[config.mk]
export PLATFORM = sky130hd
export DESIGN_NAME = multi_key_debouncer
export DESIGN_NICKNAME = d
export VERILOG_FILES = /design/src/rtl/debouncer_pkg.sv /design/src/rtl/key_debounce_channel.sv /design/src/rtl/multi_key_debouncer.sv
export SDC_FILE = /design/constraint.sdc
export NUM_CORES = 1
export LEC_CHECK = 0
export CAP_MARGIN = 20
export CELL_PAD_IN_SITES_DETAIL_PLACEMENT = 1
export CELL_PAD_IN_SITES_GLOBAL_PLACEMENT = 1
export CORE_ASPECT_RATIO = 0.6
export CORE_MARGIN = 5
export CORE_UTILIZATION = 43
export DETAILED_ROUTE_END_ITERATION = 8
export PLACE_DENSITY_LB_ADDON = 0.15
export SYNTH_ARGS = -nofsm -noshare
export SYNTH_HDL_FRONTEND = slang
export SYNTH_SLANG_ARGS = --single-unit
export TNS_END_PERCENT = 10
[constraint.sdc]
create_clock -name clk_i -period 1.8 [get_ports clk_i]
set_input_delay 0.27 -clock clk_i [delete_from_list [all_inputs] [get_ports clk_i]]
set_output_delay 0.27 -clock clk_i [all_outputs]
set_load 0.01 [all_outputs]
[src/rtl/debouncer_pkg.sv]
// Shared constants, state encoding and time conversion for the key debouncer family.
package debouncer_pkg;

  localparam int SYNC_DELAY = 2;

  typedef enum logic [1:0] {
    RELEASED = 2'd0,
    PRESSED  = 2'd1,
    HELD     = 2'd2
  } key_state_t;

  // Truncates toward zero so a window never exceeds the requested time.
  function automatic int ns2cycles(input int freq_mhz, input int time_ns);
    return (freq_mhz * time_ns) / 1000;
  endfunction

endpackage

[src/rtl/key_debounce_channel.sv]
// One push-button: synchroniser, debounce window, press/hold/repeat FSM and registered strobes.
module key_debounce_channel
  import debouncer_pkg::*;
#(
  parameter int GLITCH_CYCLES = 15,
  parameter int HOLD_CYCLES   = 60,
  parameter int REPEAT_CYCLES = 30
) (
  input  logic clk_i,
  input  logic rst_n_i,
  input  logic key_i,
  output logic key_state_o,
  output logic press_stb_o,
  output logic release_stb_o,
  output logic hold_stb_o,
  output logic repeat_stb_o
);

  localparam int REPEAT_MAX = (REPEAT_CYCLES > 0) ? REPEAT_CYCLES : 1;
  localparam int GW = $clog2(GLITCH_CYCLES + 1);
  localparam int HW = $clog2(HOLD_CYCLES + 1);
  localparam int RW = $clog2(REPEAT_MAX + 1);

  localparam logic [GW-1:0] GLITCH_LAST = GW'(GLITCH_CYCLES - 1);
  localparam logic [HW-1:0] HOLD_LAST   = HW'(HOLD_CYCLES - 1);
  localparam logic [HW-1:0] HOLD_MAX    = HW'(HOLD_CYCLES);
  localparam logic [RW-1:0] REPEAT_LAST = RW'(REPEAT_MAX - 1);

  logic [SYNC_DELAY-1:0] sync_reg;
  key_state_t            state_reg, state_next;
  logic [GW-1:0]         glitch_cnt_reg, glitch_cnt_next;
  logic [HW-1:0]         hold_cnt_reg, hold_cnt_next;
  logic [RW-1:0]         rep_cnt_reg, rep_cnt_next;
  logic                  press_reg, press_next;
  logic                  release_reg, release_next;
  logic                  hold_reg, hold_next;
  logic                  repeat_reg, repeat_next;
  logic                  raw_pressed;
  logic                  stable_pressed;
  logic                  toggle;

  assign raw_pressed    = ~sync_reg[SYNC_DELAY-1];
  assign stable_pressed = (state_reg != RELEASED);

  always_comb begin
    state_next      = state_reg;
    glitch_cnt_next = glitch_cnt_reg;
    hold_cnt_next   = hold_cnt_reg;
    rep_cnt_next    = rep_cnt_reg;
    press_next      = 1'b0;
    release_next    = 1'b0;
    hold_next       = 1'b0;
    repeat_next     = 1'b0;
    toggle          = 1'b0;

    // Any sample agreeing with the stable level restarts the window.
    if (raw_pressed == stable_pressed) begin
      glitch_cnt_next = '0;
    end else if (glitch_cnt_reg == GLITCH_LAST) begin
      glitch_cnt_next = '0;
      toggle          = 1'b1;
    end else begin
      glitch_cnt_next = glitch_cnt_reg + 1'b1;
    end

    case (state_reg)
      RELEASED: begin
        if (toggle) begin
          state_next    = PRESSED;
          press_next    = 1'b1;
          hold_cnt_next = '0;
        end
      end
      PRESSED: begin
        if (toggle) begin
          state_next   = RELEASED;
          release_next = 1'b1;
        end else if (hold_cnt_reg == HOLD_LAST) begin
          state_next    = HELD;
          hold_next     = 1'b1;
          hold_cnt_next = HOLD_MAX;
          rep_cnt_next  = '0;
        end else begin
          hold_cnt_next = hold_cnt_reg + 1'b1;
        end
      end
      HELD: begin
        // A release on the same cycle as a repeat terminal count suppresses the repeat.
        if (toggle) begin
          state_next   = RELEASED;
          release_next = 1'b1;
        end else if (REPEAT_CYCLES != 0) begin
          if (rep_cnt_reg == REPEAT_LAST) begin
            repeat_next  = 1'b1;
            rep_cnt_next = '0;
          end else begin
            rep_cnt_next = rep_cnt_reg + 1'b1;
          end
        end
      end
      default: state_next = RELEASED;
    endcase
  end

  always_ff @(posedge clk_i or negedge rst_n_i) begin
    if (!rst_n_i) begin
      sync_reg       <= '1;
      state_reg      <= RELEASED;
      glitch_cnt_reg <= '0;
      hold_cnt_reg   <= '0;
      rep_cnt_reg    <= '0;
      press_reg      <= 1'b0;
      release_reg    <= 1'b0;
      hold_reg       <= 1'b0;
      repeat_reg     <= 1'b0;
    end else begin
      sync_reg       <= {sync_reg[SYNC_DELAY-2:0], key_i};
      state_reg      <= state_next;
      glitch_cnt_reg <= glitch_cnt_next;
      hold_cnt_reg   <= hold_cnt_next;
      rep_cnt_reg    <= rep_cnt_next;
      press_reg      <= press_next;
      release_reg    <= release_next;
      hold_reg       <= hold_next;
      repeat_reg     <= repeat_next;
    end
  end

  assign key_state_o   = stable_pressed;
  assign press_stb_o   = press_reg;
  assign release_stb_o = release_reg;
  assign hold_stb_o    = hold_reg;
  assign repeat_stb_o  = repeat_reg;

endmodule

[src/rtl/multi_key_debouncer.sv]
// KEY_CNT independent active-low button debouncers with press/release/hold/repeat strobes.
module multi_key_debouncer
  import debouncer_pkg::*;
#(
  parameter int CLK_FREQ_MHZ     = 150,
  parameter int GLITCH_TIME_NS   = 100,
  parameter int HOLD_TIME_NS     = 400,
  parameter int REPEAT_PERIOD_NS = 200,
  parameter int KEY_CNT          = 4
) (
  input  logic               clk_i,
  input  logic               rst_n_i,
  input  logic [KEY_CNT-1:0] key_i,
  output logic [KEY_CNT-1:0] key_state_o,
  output logic [KEY_CNT-1:0] press_stb_o,
  output logic [KEY_CNT-1:0] release_stb_o,
  output logic [KEY_CNT-1:0] hold_stb_o,
  output logic [KEY_CNT-1:0] repeat_stb_o
);

  localparam int GLITCH_CYCLES = ns2cycles(CLK_FREQ_MHZ, GLITCH_TIME_NS);
  localparam int HOLD_CYCLES   = ns2cycles(CLK_FREQ_MHZ, HOLD_TIME_NS);
  localparam int REPEAT_CYCLES = ns2cycles(CLK_FREQ_MHZ, REPEAT_PERIOD_NS);

  if (GLITCH_CYCLES < 1) begin : g_chk_glitch
    $error("multi_key_debouncer: GLITCH_CYCLES must be at least 1");
  end
  if (HOLD_CYCLES <= GLITCH_CYCLES) begin : g_chk_hold
    $error("multi_key_debouncer: HOLD_CYCLES must exceed GLITCH_CYCLES");
  end
  if (KEY_CNT < 1) begin : g_chk_keys
    $error("multi_key_debouncer: KEY_CNT must be at least 1");
  end

  for (genvar gi = 0; gi < KEY_CNT; gi++) begin : g_key
    key_debounce_channel #(
      .GLITCH_CYCLES (GLITCH_CYCLES),
      .HOLD_CYCLES   (HOLD_CYCLES),
      .REPEAT_CYCLES (REPEAT_CYCLES)
    ) u_channel (
      .clk_i         (clk_i),
      .rst_n_i       (rst_n_i),
      .key_i         (key_i[gi]),
      .key_state_o   (key_state_o[gi]),
      .press_stb_o   (press_stb_o[gi]),
      .release_stb_o (release_stb_o[gi]),
      .hold_stb_o    (hold_stb_o[gi]),
      .repeat_stb_o  (repeat_stb_o[gi])
    );
  end

endmodule

==> run summary <==
status: complete, but fails checks
failing checks: negative setup slack
synth unique cells: 55
aggregate routed wire length: 12900 microns
slew margin rel.: 64.4%
via count of the first global-routing pass: 4294
Critical R2R Launch: g_key[3].u_channel.hold_cnt_reg[0]
worst stage delay on the critical path: 0.42 ns
ant diodes: 0
Hold Path Class: in -> reg
first-pass GRT wire length: 21100 microns
maximum vdd drop: 554 uV
gr usage total: 18.6%
worst setup path class: reg -> reg
Post-route DRC: 0
MaxCap Viol Count: 0
die footprint: 0.0143 sq mm
mean post-synth cell area: 10.2 sq um
worst setup margin: -0.00508 ns
Die W: 151 microns
PwrDens: 1280 mW/mm^2
Via Count: 3980
Main synth FF type: dfrtp_1
yosys warns: 0
initial antenna violation count: 0
Design Area, Final: 0.00636 sq mm
Worst-Margin Slew: 0.534 ns
flip-flop and latch count after synthesis: 92
1st-iter DRT viols: 117
Placement Setup Slack: -0.0696 ns
clk sinks: 92
final core occ: 55.4%
GRT overflow: 0
CP Cell Sequence: ha_2, nand3b_1, a211oi_4, o21a_4, mux2_4
port bufs: 25
Final Setup Violations: 2
vias per cell: 5.40
Mapped Cells: 504
Layout area overhead: 24.2%
synthesized area: 0.00512 sq mm
TritonCTS clock tree: done
Leak Pwr: 2.85 nW
worst path required time: 2.03 ns
IO Pins: 26
Hold Path Origin: key_i[1]
crit path max fanout: 5
cell family with most CP delay: compound AO/OA/AOI/OAI gates
r2r endpoint: g_key[3].u_channel.rep_cnt_reg[0]
layout cells sized above 1: 25.8%
Worst Setup Start Kind: register
Seq/Total Area, Yosys: 45.1%
Clock Tree Buf Depth: 2
area share of the largest cell type after synthesis: 41.0%
GP Congestion: 0.878
Avg WL per Cell: 17.6 microns
fin crit period: 1.81 ns
cts bufs inserted: 9
ranking of synthesized cells by area: dfrtp_1 41%, ha_1 8.8%, dfstp_2 4.1%
latest clock arrival within the worst-skew pair: 0.34 ns
most area-hungry cell type in the Yosys netlist: dfrtp_1
R2R Setup Slk: -0.005 ns
Nets: 615
crit path buf inv count: 0
First-pass DRT Iterations: 4
Cells after DPL: 720
Post-synth EDFFs: 0
Setup Skew: 0.00751 ns
pin count of the biggest net entering global routing: 37
Critical Path AT: 2.04 ns
fin cells: 737
R2R cell count: 5
FMAX: 554 MHz
Post-DRT Antenna Nets: 0
DP HPWL: 9490 microns
count of final hold-check violations: 0
die height: 94.6 microns
Pwr Total: 0.00818 W
post-synthesis net count: 546
hold path depth: 1
max reg flops: 24
RSZ-0062 raised after global routing: true
crit path max-delay cell type: dfrtp_1
Slew Viols, Final: 0
row count: 30
Area after DPL: 0.00593 sq mm
CTS clk-pin slew, worst paths: 0.06 ns
core area: 0.0115 sq mm
hold path endpoint: g_key[1].u_channel.sync_reg[0]
Crit. End Element: register
fin crit share: 100%
root buffer cell: clkbuf_16
Initial Util: 44.6%
Synth async-reset ratio: 100%
H-tree lvl count: 3
-- stage by stage --
stage          TNS (ns)  hold WS [ns]
2_1_floorplan    -0.253       -0.0256
3_3_place_gp          0         0.280
3_5_place_dp     -0.303         0.280
4_1_cts         -0.0990         0.322
5_1_grt          -0.330         0.314
6_report       -0.00762         0.327
-- how the worst max path moves through the flow --
stage / cells after the start / start / slack, ns / end
after floorplan: 7 / g_key[1].u_channel.glitch_cnt_reg[0] / -0.03 / g_key[1].u_channel.rep_cnt_reg[0]
after global placement: 6 / g_key[2].u_channel.state_reg[0] / 0.03 / g_key[2].u_channel.rep_cnt_reg[0]
after detailed placement: 7 / g_key[2].u_channel.state_reg[1] / -0.07 / g_key[2].u_channel.rep_cnt_reg[3]
after CTS: 6 / g_key[3].u_channel.glitch_cnt_reg[0] / -0.04 / g_key[3].u_channel.rep_cnt_reg[0]
after global routing: 5 / g_key[3].u_channel.hold_cnt_reg[0] / -0.06 / g_key[3].u_channel.rep_cnt_reg[1]
final: 5 / g_key[3].u_channel.hold_cnt_reg[0] / -0.005 / g_key[3].u_channel.rep_cnt_reg[0]
-- timing repair --
action,in CTS,in global routing
endpoints found under the setup margin,23,37
endpoints found under the hold margin,30,0
setup buffers,0,1
gates resized for setup,12,36
pin swaps,2,7
hold buffers,1,0
-- logic make-up (layout without fill, tap and decap cells) --
group / after synthesis / after routing / share of synthesized area [%]
AND/OR/NAND/NOR: 172 / 172 / 16.7
flip-flops: 92 / 92 / 45.1
AO/OA/AOI/OAI: 96 / 96 / 14.2
buffers and inverters: 68 / 141 / 7.01
XOR/XNOR: 23 / 23 / 4.22
multiplexers: 17 / 17 / 3.96
adder cells (fa/ha/maj): 36 / 36 / 8.79
-- worst reg2reg max path, stage by stage (launching register included) --
cell and delay (ns):
dfrtp_1 0.42, ha_2 0.22, nand3b_1 0.21, a211oi_4 0.34, o21a_4 0.21, mux2_4 0.30
-- metal layers --
layer | vias up | share of wire (%) | GRT usage, %
met5 | - | 0 | 0
met4 | 0 | 0.49 | 4.22
met3 | 9 | 2.9 | 4.27
met2 | 45 | 48 | 31.4
met1 | 2023 | 48 | 24.6
li1 | 1903 | - | -
-- power by group --
| group | internal (W) | total (W) | switching, W |
|---|---|---|---|
| Sequential | 0.00242 | 0.00279 | 0.000370 |
| Combinational | 0.00175 | 0.00353 | 0.00179 |
| Clock | 0.00107 | 0.00185 | 0.000788 |
| Total | 0.00523 | 0.00818 | 0.00294 |
-- synth_stat cells (3+ instances only) --
cell / n
a22o_1: 9
buf_4: 21
xnor2_1: 8
nor3_1: 16
mux2i_1: 3
and2_1: 4
nand3_1: 24
a21oi_1: 16
a31oi_1: 9
a211oi_2: 4
o21a_1: 5
buf_2: 7
nand2_1: 33
o31a_1: 3
xor2_1: 13
nand3b_1: 3
ha_1: 36
and3_1: 15
mux2_4: 4
nor2b_1: 6
o21ai_0: 11
a32o_1: 3
nand4_1: 10
nor3b_1: 7
mux2_2: 10
o221ai_1: 12
nor2_1: 46
inv_1: 36
dfrtp_1: 84
o211ai_1: 8
dfstp_2: 8
-- layout make-up --
cell class	instances	area, sq um
Inverter	36	135
Multi-Input combinational cell	344	2680
Sequential cell	92	2310
Timing Repair Buffer	90	761
Fill cell	1282	5120
Tap cell	160	200
Clock buffer	12	236
Clock inverter	3	40.0
-- placed cells by master (no fill, tap or decap), drive strengths merged, types with 9 or more instances in the layout --
cell,synthesis,final
dfrtp,84,84
buf,30,65
nor2,46,46
inv,36,36
ha,36,36
nand2,33,33
nand3,25,25
clkdlybuf4s50,0,20
nor3,16,16
a21oi,16,16
and3,15,15
xor2,14,14
mux2,14,14
o221ai,12,12
clkbuf,2,12
o21ai,11,11
nand4,10,10
a31oi,10,10
a22o,9,9
xnor2,9,9
(Power assumes the default switching activity.)
